===== src/rtl/dmem_arb_pkg.sv =====
// Shared types and default sizes for the data-memory arbiter.
package dmem_arb_pkg;

    localparam int ARB_ADDR_W       = 8;
    localparam int ARB_DATA_W       = 64;
    localparam int ARB_STARVE_LIMIT = 4;
    localparam int ARB_MAX_BURST    = 8;

    typedef enum logic [1:0] {
        ARB_NORM,
        ARB_HLOCK,
        ARB_YIELD
    } arb_state_t;

    typedef enum logic {
        RQ_CPU,
        RQ_HOST
    } rq_id_t;

endpackage


===== src/rtl/dmem_arb_starve_ctr.sv =====
// Counts consecutive cycles the host waits without a grant; at the limit the
// host is forced to win the next arbitration.
module dmem_arb_starve_ctr #(
    parameter int LIMIT = 4
) (
    input  logic clk,
    input  logic rst_n,
    input  logic host_req,
    input  logic host_gnt,
    output logic force_host
);

    localparam int CNT_W = $clog2(LIMIT + 1);

    logic [CNT_W-1:0] cnt;

    always_ff @(posedge clk) begin
        if (!rst_n) begin
            cnt <= '0;
        end else if (!host_req || host_gnt) begin
            cnt <= '0;
        end else if (cnt != CNT_W'(LIMIT)) begin
            cnt <= cnt + CNT_W'(1);
        end
    end

    assign force_host = (cnt == CNT_W'(LIMIT));

endmodule


===== src/rtl/dmem_arbiter.sv =====
// Single-port data-memory arbiter between the CPU MEM stage and a host port,
// with CPU priority, bounded host starvation and capped host lock bursts.
module dmem_arbiter
    import dmem_arb_pkg::*;
#(
    parameter int ADDR_W       = ARB_ADDR_W,
    parameter int DATA_W       = ARB_DATA_W,
    parameter int STARVE_LIMIT = ARB_STARVE_LIMIT,
    parameter int MAX_BURST    = ARB_MAX_BURST
) (
    input  logic              clk_i,
    input  logic              rst_n_i,
    input  logic              cpu_req_i,
    input  logic              cpu_we_i,
    input  logic [ADDR_W-1:0] cpu_addr_i,
    input  logic [DATA_W-1:0] cpu_wdata_i,
    output logic              cpu_gnt_o,
    output logic              cpu_stall_o,
    output logic              cpu_rvalid_o,
    output logic [DATA_W-1:0] cpu_rdata_o,
    input  logic              host_req_i,
    input  logic              host_we_i,
    input  logic              host_lock_i,
    input  logic [ADDR_W-1:0] host_addr_i,
    input  logic [DATA_W-1:0] host_wdata_i,
    output logic              host_gnt_o,
    output logic              host_rvalid_o,
    output logic [DATA_W-1:0] host_rdata_o,
    output logic [ADDR_W-1:0] mem_addr_o,
    output logic [DATA_W-1:0] mem_wdata_o,
    output logic              mem_we_o,
    input  logic [DATA_W-1:0] mem_rdata_i
);

    localparam int BURST_W = $clog2(MAX_BURST + 1);

    arb_state_t         state;
    logic [BURST_W-1:0] burst_cnt;
    logic               rd_vld_p1;
    rq_id_t             rd_id_p1;

    logic cpu_gnt;
    logic host_gnt;
    logic force_host;
    logic at_cap;
    logic last_grant;

    dmem_arb_starve_ctr #(
        .LIMIT(STARVE_LIMIT)
    ) u_starve (
        .clk       (clk_i),
        .rst_n     (rst_n_i),
        .host_req  (host_req_i),
        .host_gnt  (host_gnt),
        .force_host(force_host)
    );

    assign at_cap     = (burst_cnt == BURST_W'(MAX_BURST));
    assign last_grant = host_gnt && (burst_cnt == BURST_W'(MAX_BURST - 1));

    always_comb begin
        cpu_gnt  = 1'b0;
        host_gnt = 1'b0;
        if (rst_n_i) begin
            case (state)
                ARB_NORM: begin
                    if (host_req_i && (force_host || !cpu_req_i)) begin
                        host_gnt = 1'b1;
                    end else begin
                        cpu_gnt = cpu_req_i;
                    end
                end
                // A capped burst never takes another beat while the CPU waits.
                ARB_HLOCK: host_gnt = host_req_i && !(at_cap && cpu_req_i);
                ARB_YIELD: cpu_gnt  = cpu_req_i;
                default: begin
                    cpu_gnt  = 1'b0;
                    host_gnt = 1'b0;
                end
            endcase
        end
    end

    always_ff @(posedge clk_i) begin
        if (!rst_n_i) begin
            state     <= ARB_NORM;
            burst_cnt <= '0;
            rd_vld_p1 <= 1'b0;
            rd_id_p1  <= RQ_CPU;
        end else begin
            // p1: read issued last cycle, data arrives from memory now
            rd_vld_p1 <= (cpu_gnt && !cpu_we_i) || (host_gnt && !host_we_i);
            rd_id_p1  <= host_gnt ? RQ_HOST : RQ_CPU;
            case (state)
                ARB_NORM: begin
                    if (host_gnt && host_lock_i) begin
                        state     <= ARB_HLOCK;
                        burst_cnt <= BURST_W'(1);
                    end
                end
                ARB_HLOCK: begin
                    if (!host_req_i || !host_lock_i) begin
                        state     <= ARB_NORM;
                        burst_cnt <= '0;
                    end else begin
                        if (host_gnt && !at_cap) begin
                            burst_cnt <= burst_cnt + BURST_W'(1);
                        end
                        if (cpu_req_i && (at_cap || last_grant)) begin
                            state <= ARB_YIELD;
                        end
                    end
                end
                ARB_YIELD: begin
                    state     <= ARB_NORM;
                    burst_cnt <= '0;
                end
                default: begin
                    state     <= ARB_NORM;
                    burst_cnt <= '0;
                end
            endcase
        end
    end

    assign cpu_gnt_o   = cpu_gnt;
    assign host_gnt_o  = host_gnt;
    assign cpu_stall_o = rst_n_i && cpu_req_i && !cpu_gnt;

    assign mem_addr_o  = !rst_n_i ? '0 : (host_gnt ? host_addr_i  : cpu_addr_i);
    assign mem_wdata_o = !rst_n_i ? '0 : (host_gnt ? host_wdata_i : cpu_wdata_i);
    assign mem_we_o    = (cpu_gnt && cpu_we_i) || (host_gnt && host_we_i);

    // Gating with reset drops a read that was in flight when reset arrived.
    assign cpu_rvalid_o  = rst_n_i && rd_vld_p1 && (rd_id_p1 == RQ_CPU);
    assign host_rvalid_o = rst_n_i && rd_vld_p1 && (rd_id_p1 == RQ_HOST);
    assign cpu_rdata_o   = mem_rdata_i;
    assign host_rdata_o  = mem_rdata_i;

endmodule

===== config.mk =====
export PLATFORM = sky130hd
export DESIGN_NAME = dmem_arbiter
export DESIGN_NICKNAME = d
export VERILOG_FILES = /design/src/rtl/dmem_arb_pkg.sv /design/src/rtl/dmem_arb_starve_ctr.sv /design/src/rtl/dmem_arbiter.sv
export SDC_FILE = /design/constraint.sdc
export NUM_CORES = 1
export LEC_CHECK = 0
export ABC_AREA = 0
export CELL_PAD_IN_SITES_DETAIL_PLACEMENT = 0
export CELL_PAD_IN_SITES_GLOBAL_PLACEMENT = 2
export CORE_ASPECT_RATIO = 0.5
export CORE_MARGIN = 5
export CORE_UTILIZATION = 10
export DETAILED_ROUTE_END_ITERATION = 8
export GPL_ROUTABILITY_DRIVEN = 0
export PLACE_DENSITY = 0.91
export SYNTH_ARGS = -nofsm -noshare
export SYNTH_HDL_FRONTEND = slang
export SYNTH_SLANG_ARGS = --single-unit

===== constraint.sdc =====
create_clock -name clk_i -period 1.99 [get_ports clk_i]
set_clock_uncertainty 0.05 [all_clocks]
set_input_delay 0.199 -clock clk_i [delete_from_list [all_inputs] [get_ports clk_i]]
set_output_delay 0.199 -clock clk_i [all_outputs]
set_load 0.1 [all_outputs]

=== Yosys cells after proc, flatten, opt, wreduce, memory -nomap -nowiden ===
Index checks and enable logic that the tools add are counted.

* Add/subtract/negate cells: 2
* Eq/ne operators: 9
* Mux-type cells: 19
* Bitwise operators: 2
* Reduce and logical (&&, ||, !) cells: 34

{| class="wikitable"
|+ Operator list
! cell !! count
|-
| 2-to-1 mux 64 bit || 2
|-
| logical AND 1 bit || 16
|-
| 2-to-1 mux 8 bit || 2
|-
| 2-to-1 mux 4 bit || 3
|-
| inequality test 3 bit, second input constant || 3
|-
| logical NOT 1 bit || 8
|-
| one-hot mux 4 bit (2 select lines) || 1
|-
| logical OR 1 bit || 6
|-
| 2-to-1 mux 2 bit || 3
|-
| 2-to-1 mux 1 bit || 5
|-
| adder 4 x 1 -> 4 bit, second input constant || 1
|-
| == test 4 x 3 -> 1 bit, second input constant || 1
|-
| == test 4 bit, second input constant || 1
|-
| one-hot mux 1 bit (2 select lines) || 2
|-
| one-hot mux 2 bit (2 select lines) || 1
|-
| AND reduction 2 bit || 2
|-
| adder 3 x 1 -> 3 bit, second input constant || 1
|-
| == test 3 bit, second input constant || 1
|-
| == test 2 x 1 -> 1 bit, second input constant || 1
|-
| == test 2 bit, second input constant || 1
|-
| logical NOT 2 bit || 1
|-
| inequality test 2 bit, second input constant || 1
|-
| inverter 1 bit || 2
|-
| OR reduction 2 bit || 1
|}

* Flip-flop bits (word level): 11
* Input port bits: 215
* Output and inout bits: 206
* Logic and storage cells: 71

=== Longest topological paths before layout ===
Gate-level depths: netlist of the first run.

* Depth after elaboration: 12
* Gate-level depth with buffers: 8
* Depth with buffers taken out: 7

=== By module ===
A second synthesis of the first run with hierarchy kept.

* Cell total of the unflattened synthesis: 450
* Area total of the unflattened synthesis: 2683.8 um2

{| class="wikitable"
|+ By module, submodules not included
! module !! times used !! cells an instance !! area an instance (um2) !! sequential area each (um2)
|-
| dmem_arbiter || 1 || 432 || 2514.9 || 160.2
|-
| dmem_arb_starve_ctr || 1 || 18 || 168.9 || 60.1
|}

=== Least setup slack after synthesis of the first run ===
OpenSTA, ideal clock, no wires.

* Path kind: reg2out
* Start point: register u_starve.cnt[0]
* End point: output cpu_stall_o
* Arrival: 4.320 ns
* Data required time: 1.741 ns
* Slack: -2.579 ns
* Cell stages (with the launch flop): 7
* Path buffers: 0
* Cell sequence: dfxtp_1 -> inv_1 -> ha_1 -> nand2_1 -> nor2_1 -> nor3_1 -> nor2_1

* Word-level cells in the longest chain between the ends: 8

{| class="wikitable"
|+ Ends and longest elaborated chain
! element !! line !! RTL
|-
| start, declared || dmem_arb_starve_ctr.sv:15 || <nowiki>logic [CNT_W-1:0] cnt;</nowiki>
|-
| start signal, assigned || dmem_arb_starve_ctr.sv:23 || <nowiki>cnt <= cnt + CNT_W'(1);</nowiki>
|-
| == test 3 bit || dmem_arb_starve_ctr.sv:27 || <nowiki>assign force_host = (cnt == CNT_W'(LIMIT));</nowiki>
|-
| logical OR 1 bit || dmem_arbiter.sv:67 || <nowiki>if (host_req_i && (force_host || !cpu_req_i)) begin</nowiki>
|-
| logical AND 1 bit || dmem_arbiter.sv:67 ||
|-
| 2-to-1 mux 1 bit || dmem_arbiter.sv:67 ||
|-
| one-hot mux 1 bit (2 select lines) || dmem_arbiter.sv:65 || <nowiki>case (state)</nowiki>
|-
| 2-to-1 mux 1 bit || dmem_arbiter.sv:64 || <nowiki>if (rst_n_i) begin</nowiki>
|-
| named net cpu_gnt_o || dmem_arbiter.sv:17 || <nowiki>output logic cpu_gnt_o,</nowiki>
|-
| logical NOT 1 bit || dmem_arbiter.sv:128 || <nowiki>assign cpu_stall_o = rst_n_i && cpu_req_i && !cpu_gnt;</nowiki>
|-
| logical AND 1 bit || dmem_arbiter.sv:128 ||
|-
| end, declared || dmem_arbiter.sv:18 || <nowiki>output logic cpu_stall_o,</nowiki>
|}

The timed path passes the listed nets, and every way through them passes these cells.

=== Worst setup path in the final report of the first run ===
* Start point: register u_starve.cnt[1]
* End point: output mem_wdata_o[32]

* Word-level cells in the longest chain between the ends: 8

{| class="wikitable"
|+ Ends and longest elaborated chain
! element !! line !! RTL
|-
| == test 3 bit || dmem_arb_starve_ctr.sv:27 ||
|-
| logical OR 1 bit || dmem_arbiter.sv:67 ||
|-
| logical AND 1 bit || dmem_arbiter.sv:67 ||
|-
| 2-to-1 mux 1 bit || dmem_arbiter.sv:67 ||
|-
| one-hot mux 1 bit (2 select lines) || dmem_arbiter.sv:65 ||
|-
| 2-to-1 mux 1 bit || dmem_arbiter.sv:64 ||
|-
| 2-to-1 mux 64 bit (2 in a row) || dmem_arbiter.sv:131 || <nowiki>assign mem_wdata_o = !rst_n_i ? '0 : (host_gnt ? host_wdata_i : cpu_wdata_i);</nowiki>
|-
| end, declared || dmem_arbiter.sv:30 || <nowiki>output logic [DATA_W-1:0] mem_wdata_o,</nowiki>
|}

Every way passes these cells.

==> results of run 1 <==
timing repair:
action | in CTS | in global routing
gates cloned | 3 | 1
pin swaps | 1 | 2
gates resized for setup | 10 | 6
endpoints found under the setup margin | 73 | 74
setup buffers | 4 | 4
cell families (layout without fill, tap and decap cells):
logic type,after synthesis,count (layout)
AOI/OAI and AO/OA,17,17
xor gates and xnor gates,1,1
adders and majority gates,4,4
buffers and inverters,225,353
DFF,11,11
muxes,73,73
other,0,1
and+or+nand+nor,107,107
power by group through the flow:
stage,clock network (W),logic (W),registers [W]
2_1_floorplan,0,0.00257,0.000236
3_3_place_gp,0,0.00227,0.000235
3_5_place_dp,0,0.00229,0.000235
4_1_cts,0.000375,0.00233,0.000231
5_1_grt,0.000389,0.00239,0.000232
6_report,0.000372,0.00232,0.000231
cell usage in the layout, fill, tap and decap left out, drive strengths merged, types with 2 or more instances in the layout:
cell | Yosys | final
inv | 80 | 80
nor2 | 8 | 8
mux2i | 73 | 73
nand2 | 81 | 81
clkdlybuf4s50 | 0 | 149
nand3 | 2 | 2
a21boi | 3 | 3
nand3b | 4 | 4
o21ai | 5 | 5
buf | 138 | 119
and3b | 2 | 2
dfxtp | 11 | 11
nor3 | 5 | 5
ha | 4 | 4
clkbuf | 7 | 5
flip-flops by register name (all words and copies together) (netlist names):
register / flops
u_starve.cnt: 3
rd_id_p1: 1
rd_vld_p1: 1
burst_cnt: 4
state: 2
final timing paths:
check                    end  cells after the start            start
min reg2reg     burst_cnt[3]                      2     burst_cnt[3]
min           cpu_rdata_o[0]                      0   mem_rdata_i[0]
max          mem_wdata_o[32]                      9  u_starve.cnt[1]
max reg2reg         state[0]                     11  u_starve.cnt[1]
layout make-up:
| type | instances | area share [%] |
|---|---|---|
| antenna | 1 | 0.0352 |
| timing repair buffer | 269 | 51.4 |
| inverter | 80 | 4.26 |
| sequential | 11 | 3.17 |
| tap | 399 | 7.02 |
| multi-input combinational | 202 | 33.0 |
| clock buffer | 4 | 1.11 |
synth_stat cells (all sizes together) (2+ instances only):
library cell	count	area (um2)
a21boi	3	22.5
and3b	2	17.5
buf	138	1110
clkbuf	7	26.3
dfxtp	11	220
ha	4	50.1
inv	80	300
mux2i	73	731
nand2	81	304
nand3	2	15.0
nand3b	4	30.0
nor2	8	30.0
nor3	5	25.0
o21ai	5	25.0
per-stage QoR:
step,TNS (ns),std cells,setup WS (ns)
global route,-23.98,966,-0.384
detailed placement,-15.74,950,-0.287
floorplan,-21.25,438,-0.305
CTS,-21.47,961,-0.331
finish,-17.89,966,-0.296
global placement,-14.92,950,-0.263
critical path, delay by kind of cell, from the launching register on:
| kind | cells | cell delay (ns) |
|---|---|---|
| flops | 1 | 0.33 |
| compound gates | 1 | 0.27 |
| mux | 1 | 0.26 |
| simple gates | 2 | 0.12 |
| fa+ha+maj | 1 | 0.16 |
| buf+inv | 4 | 0.63 |
per-layer routing:
| metal | routed length (um) | vias to the layer above | part of all wire [%] |
|---|---|---|---|
| met5 | 0 | - | 0 |
| met4 | 388 | 0 | 2.9 |
| met3 | 869 | 34 | 6.6 |
| met2 | 7490 | 137 | 56 |
| met1 | 4510 | 1424 | 34 |
| li1 | - | 1484 | - |
==> impl_metrics.toml, run 1 <==
[run_status]
status = "finished with violations"
violations = "setup timing"

[grt]
antenna_found_initial = 1
grt-busiest-layer = "met2"
grtUsageMet3_pct = 2.20
met2_usage_pct = 13.8
grt_pass1_vias = 3436
grt_util_all_layers_pct = 7.19
grt_util_met1_pct = 7.43
grt_max_degree = 84
overflow = 0
grt_pass1_wl_um = 19700

[clock_network]
cts_max_level = 1
cts_tree = "built"
clockBufferDepth = 2
numCtsBuffers = 3
cts_root_buf = "clkbuf_16"
cts_hold_buffers = 0
clk_latency_ns = 0.24
clk_pin_slew_ns = 0.05
clock_sinks = 11

[place]
dpl.hpwl_um = 11500
place_area_um2 = 6810
port_buffers = 228

[power_and_ir_drop]
clockPowerShare_pct = 12.7
power_frac_comb_pct = 79.3
powerDensity_nw_per_um2 = 410
peakVddDrop_mv = 0.202
switching_share_pct = 48.1
finalPower_w = 0.00292
leakagePower_nw = 2.95
power.switching_w = 0.00140
cellInternalPower_w = 0.00151
seq_power_share_pct = 7.9

[logic_synthesis]
ys_seq_area_share_pct = 7.23
synthFlopType = "dfxtp_1"
synth_xor_area_share_pct = 0.288
syn-cell-area_um2 = 3050
synthCells = 438
synth.area.mux_share_pct = 24.0
synth_top_family_by_area = "buffers and inverters"
yosys.area_share.adder_pct = 1.64
synth-simple-area-share_pct = 15.0
synth-compound-area-share_pct = 4.60
syn_area_per_cell_um2 = 6.95
synth-seq-cells = 11
async_flop_share_pct = 0
synth_warnings = 0
synth_cell_types = 34
synth_fp_nets = 657
synth-edff-count = 0

[critical_path]
critPathArrivalTime_ns = 2.04
path_class = "flop to output port"
critPathSlowestCell = "dfxtp_2"
crit_chain = "inv_2 -> ha_4 -> nand2_4 -> nand2_2 -> o211ai_4 -> buf_12 -> buf_16 -> mux2i_4 -> buf_12"
worstPathRequired_ns = 1.74
crit_path_frequent_cell = "buf_12"
endpoint_kind = "output port"
worstSetupStartpointType = "flop"
rrSetupSlack_ns = 0.09
cpPeakStageDelay_ns = 0.33
path_max_fanout = 8

[floorplanning]
dieArea_um2 = 34300
io_pins = 421
dieWidth_um = 257
num_rows = 45
die_h_um = 133
core_area_um2 = 30200
initial_core_util_pct = 10.1

[timing]
grt_setup_unrepaired = "yes"
post-route-period-util_pct = 115
whs_ns = 0.348
period_needed_ns = 2.29
finalSetupViolCount = 74
worst_slack_ns = -0.296
max-slew-margin-rel_pct = 74.6
hold_violations = 0
drv_slew = 0
worstMarginPinSlew_ns = 0.381
timing.fmax_mhz = 437

[layout]
area_delta_synth_final_pct = 134
multi_input_area_um2 = 2350
seqCellArea_um2 = 225
stdcell_area_um2 = 7110
final_util_pct = 23.6
layout-drive-gt1-share_pct = 38.2
finalNetCount = 786
fill_cells = 3153

[route]
drt-pass1-iter-count = 4
via_count = 3079
drtAntennaViolNets = 0
drt_wl_total_um = 13300
viasPerCell = 3.19
drcViolationCount = 0
drtIter0Drc = 128
wl_per_cell_um = 13.7

[flow_run]
cap_viol_max_count = 0

[hold_path]
hold_class = "primary input to output port"
(Power assumes the default switching activity.)
==> inputs of run 2 (changes only) <==
- MAX_ROUTING_LAYER: not set -> met4
==> impl_metrics.toml, run 2 (synthesized netlist as in run 1, its figures left out) <==
[hold_path]
min_from = "mem_rdata_i[0]"
hold_class = "primary input to output port"
whs_path_depth = 0
hold_end = "cpu_rdata_o[0]"

[timing]
worstMarginPinSlew_ns = 0.379
timing.fmax_mhz = 438
grt_setup_unrepaired = "yes"
worst_slack_ns = -0.293
hold_violations = 0
period_needed_ns = 2.28
max-slew-margin-rel_pct = 74.8
drv_slew = 0
finalSetupViolCount = 74
setup_tns_ns = -17.67
post-route-period-util_pct = 115

[route]
drtIter0Drc = 118
drt_wl_total_um = 13200
via_count = 3070
drt-pass1-iter-count = 4
viasPerCell = 3.18
drtAntennaViolNets = 0
drcViolationCount = 0
wl_per_cell_um = 13.7

[run_status]
violations = "setup timing"
status = "finished with violations"

[critical_path]
reg2reg_to = "state[0]"
path_class = "flop to output port"
r2r-start = "u_starve.cnt[1]"
cp_num_buf_inv = 4
cpLargestDelayFamily = "buffers and inverters"
endpoint_kind = "output port"
reg2regPathDepth = 11
critPathArrivalTime_ns = 2.03
rrSetupSlack_ns = 0.09
crit_path_frequent_cell = "buf_12"
worstSetupStartpointType = "flop"
critPathSlowestCell = "dfxtp_2"
path_max_fanout = 8
cpPeakStageDelay_ns = 0.33
worstPathRequired_ns = 1.74
crit_chain = "inv_2 -> ha_4 -> nand2_4 -> nand2_2 -> o211ai_4 -> buf_12 -> buf_16 -> mux2i_4 -> buf_12"

[power_and_ir_drop]
leakagePower_nw = 2.95
powerDensity_nw_per_um2 = 410
peakVddDrop_mv = 0.198

[place]
dp.cells = 950
post-place-ws_ns = -0.287
dpl.hpwl_um = 11500
port_buffers = 228

[floorplanning]
io_pins = 421
num_rows = 45
die_h_um = 133
core_area_um2 = 30200
initial_core_util_pct = 10.1
dieArea_um2 = 34300
dieWidth_um = 257

[layout]
finalNetCount = 786
regMostFlops = "burst_cnt"
largest_register_ffs = 4
final_util_pct = 23.6
reg_top3 = "burst_cnt (4), u_starve.cnt (3), state (2)"
fill_cells = 3153
final_cells = 966
area_delta_synth_final_pct = 134
layout-drive-gt1-share_pct = 38.2
layout_common_cells = "149 x clkdlybuf4s50_1, 88 x buf_12, 79 x nand2_1"
final_common_cell = "clkdlybuf4s50_1"

[clock_network]
cts_max_level = 1
clockBufferDepth = 2
cts_root_buf = "clkbuf_16"
cts_tree = "built"
clock_sinks = 11
numCtsBuffers = 3
clk_latency_ns = 0.24
clk_pin_slew_ns = 0.04

[grt]
grt_pass1_vias = 3437
grt_util_all_layers_pct = 7.39
grt_pass1_wl_um = 19700
grt_max_degree = 84
antenna_found_initial = 1
overflow = 0

[flow_run]
cap_viol_max_count = 0
run 2: worst register-to-register path: cells and delay by family (launching register included):
family          cells  cell delay, ns
flops               1            0.33
fa+ha+maj           1            0.16
buf+inv             6            0.65
compound gates      2            0.47
simple gates        2            0.12
run 2: stage by stage:
| stage | area, um2 | hold slack, ns | total power (W) |
|---|---|---|---|
| after floorplan | 4060 | 0.250 | 0.00281 |
| after global placement | 6810 | 0.349 | 0.00250 |
| after detailed placement | 6810 | 0.349 | 0.00252 |
| after CTS | 7050 | 0.349 | 0.00293 |
| after global routing | 7110 | 0.348 | 0.00301 |
| final | 7110 | 0.348 | 0.00292 |
run 2: repair_timing:
| action | in CTS | in global routing |
|---|---|---|
| endpoints found under the setup margin | 73 | 74 |
| cloned | 3 | 1 |
| buffers inserted | 4 | 4 |
| gates resized for setup | 10 | 6 |
| hold buffers | 0 | 0 |
| pin swaps | 1 | 2 |
run 2: where the power goes:
group          switching (W)  leakage, nW  internal (W)
combinational        0.00130         2.82       0.00102
clock              0.0000988       0.0382      0.000269
sequential        0.00000367       0.0912      0.000228
total                0.00140         2.95       0.00151
run 2: worst max path at each step:
stage          depth (start not counted)            start               to  slack [ns]
4_1_cts                                9     burst_cnt[1]  mem_wdata_o[32]       -0.33
6_report                               9  u_starve.cnt[1]  mem_wdata_o[32]       -0.29
3_3_place_gp                           7        cpu_req_i  mem_wdata_o[33]       -0.26
5_1_grt                                9     burst_cnt[0]  mem_wdata_o[34]       -0.38
3_5_place_dp                           7        cpu_req_i  mem_wdata_o[38]       -0.29
2_1_floorplan                          8     burst_cnt[1]  mem_wdata_o[10]       -0.31
run 2: layout make-up:
class                      count  area [um2]  share of cell area [%]
timing repair buffer         269        3650                    51.4
multi-input combinational    202        2350                    33.0
tap                          399         499                    7.02
inverter                      80         303                    4.26
sequential                    11         225                    3.17
clock buffer                   4        78.8                    1.11
antenna                        1        2.50                  0.0352
run 2: per-layer routing:
layer  routed length (um)  up-vias  GRT usage, %
met5                    0        -             -
met4                  386        0          2.53
met3                  798       34          2.06
met2                 7490      125          13.8
met1                 4570     1427          7.48
li1                     -     1484             -
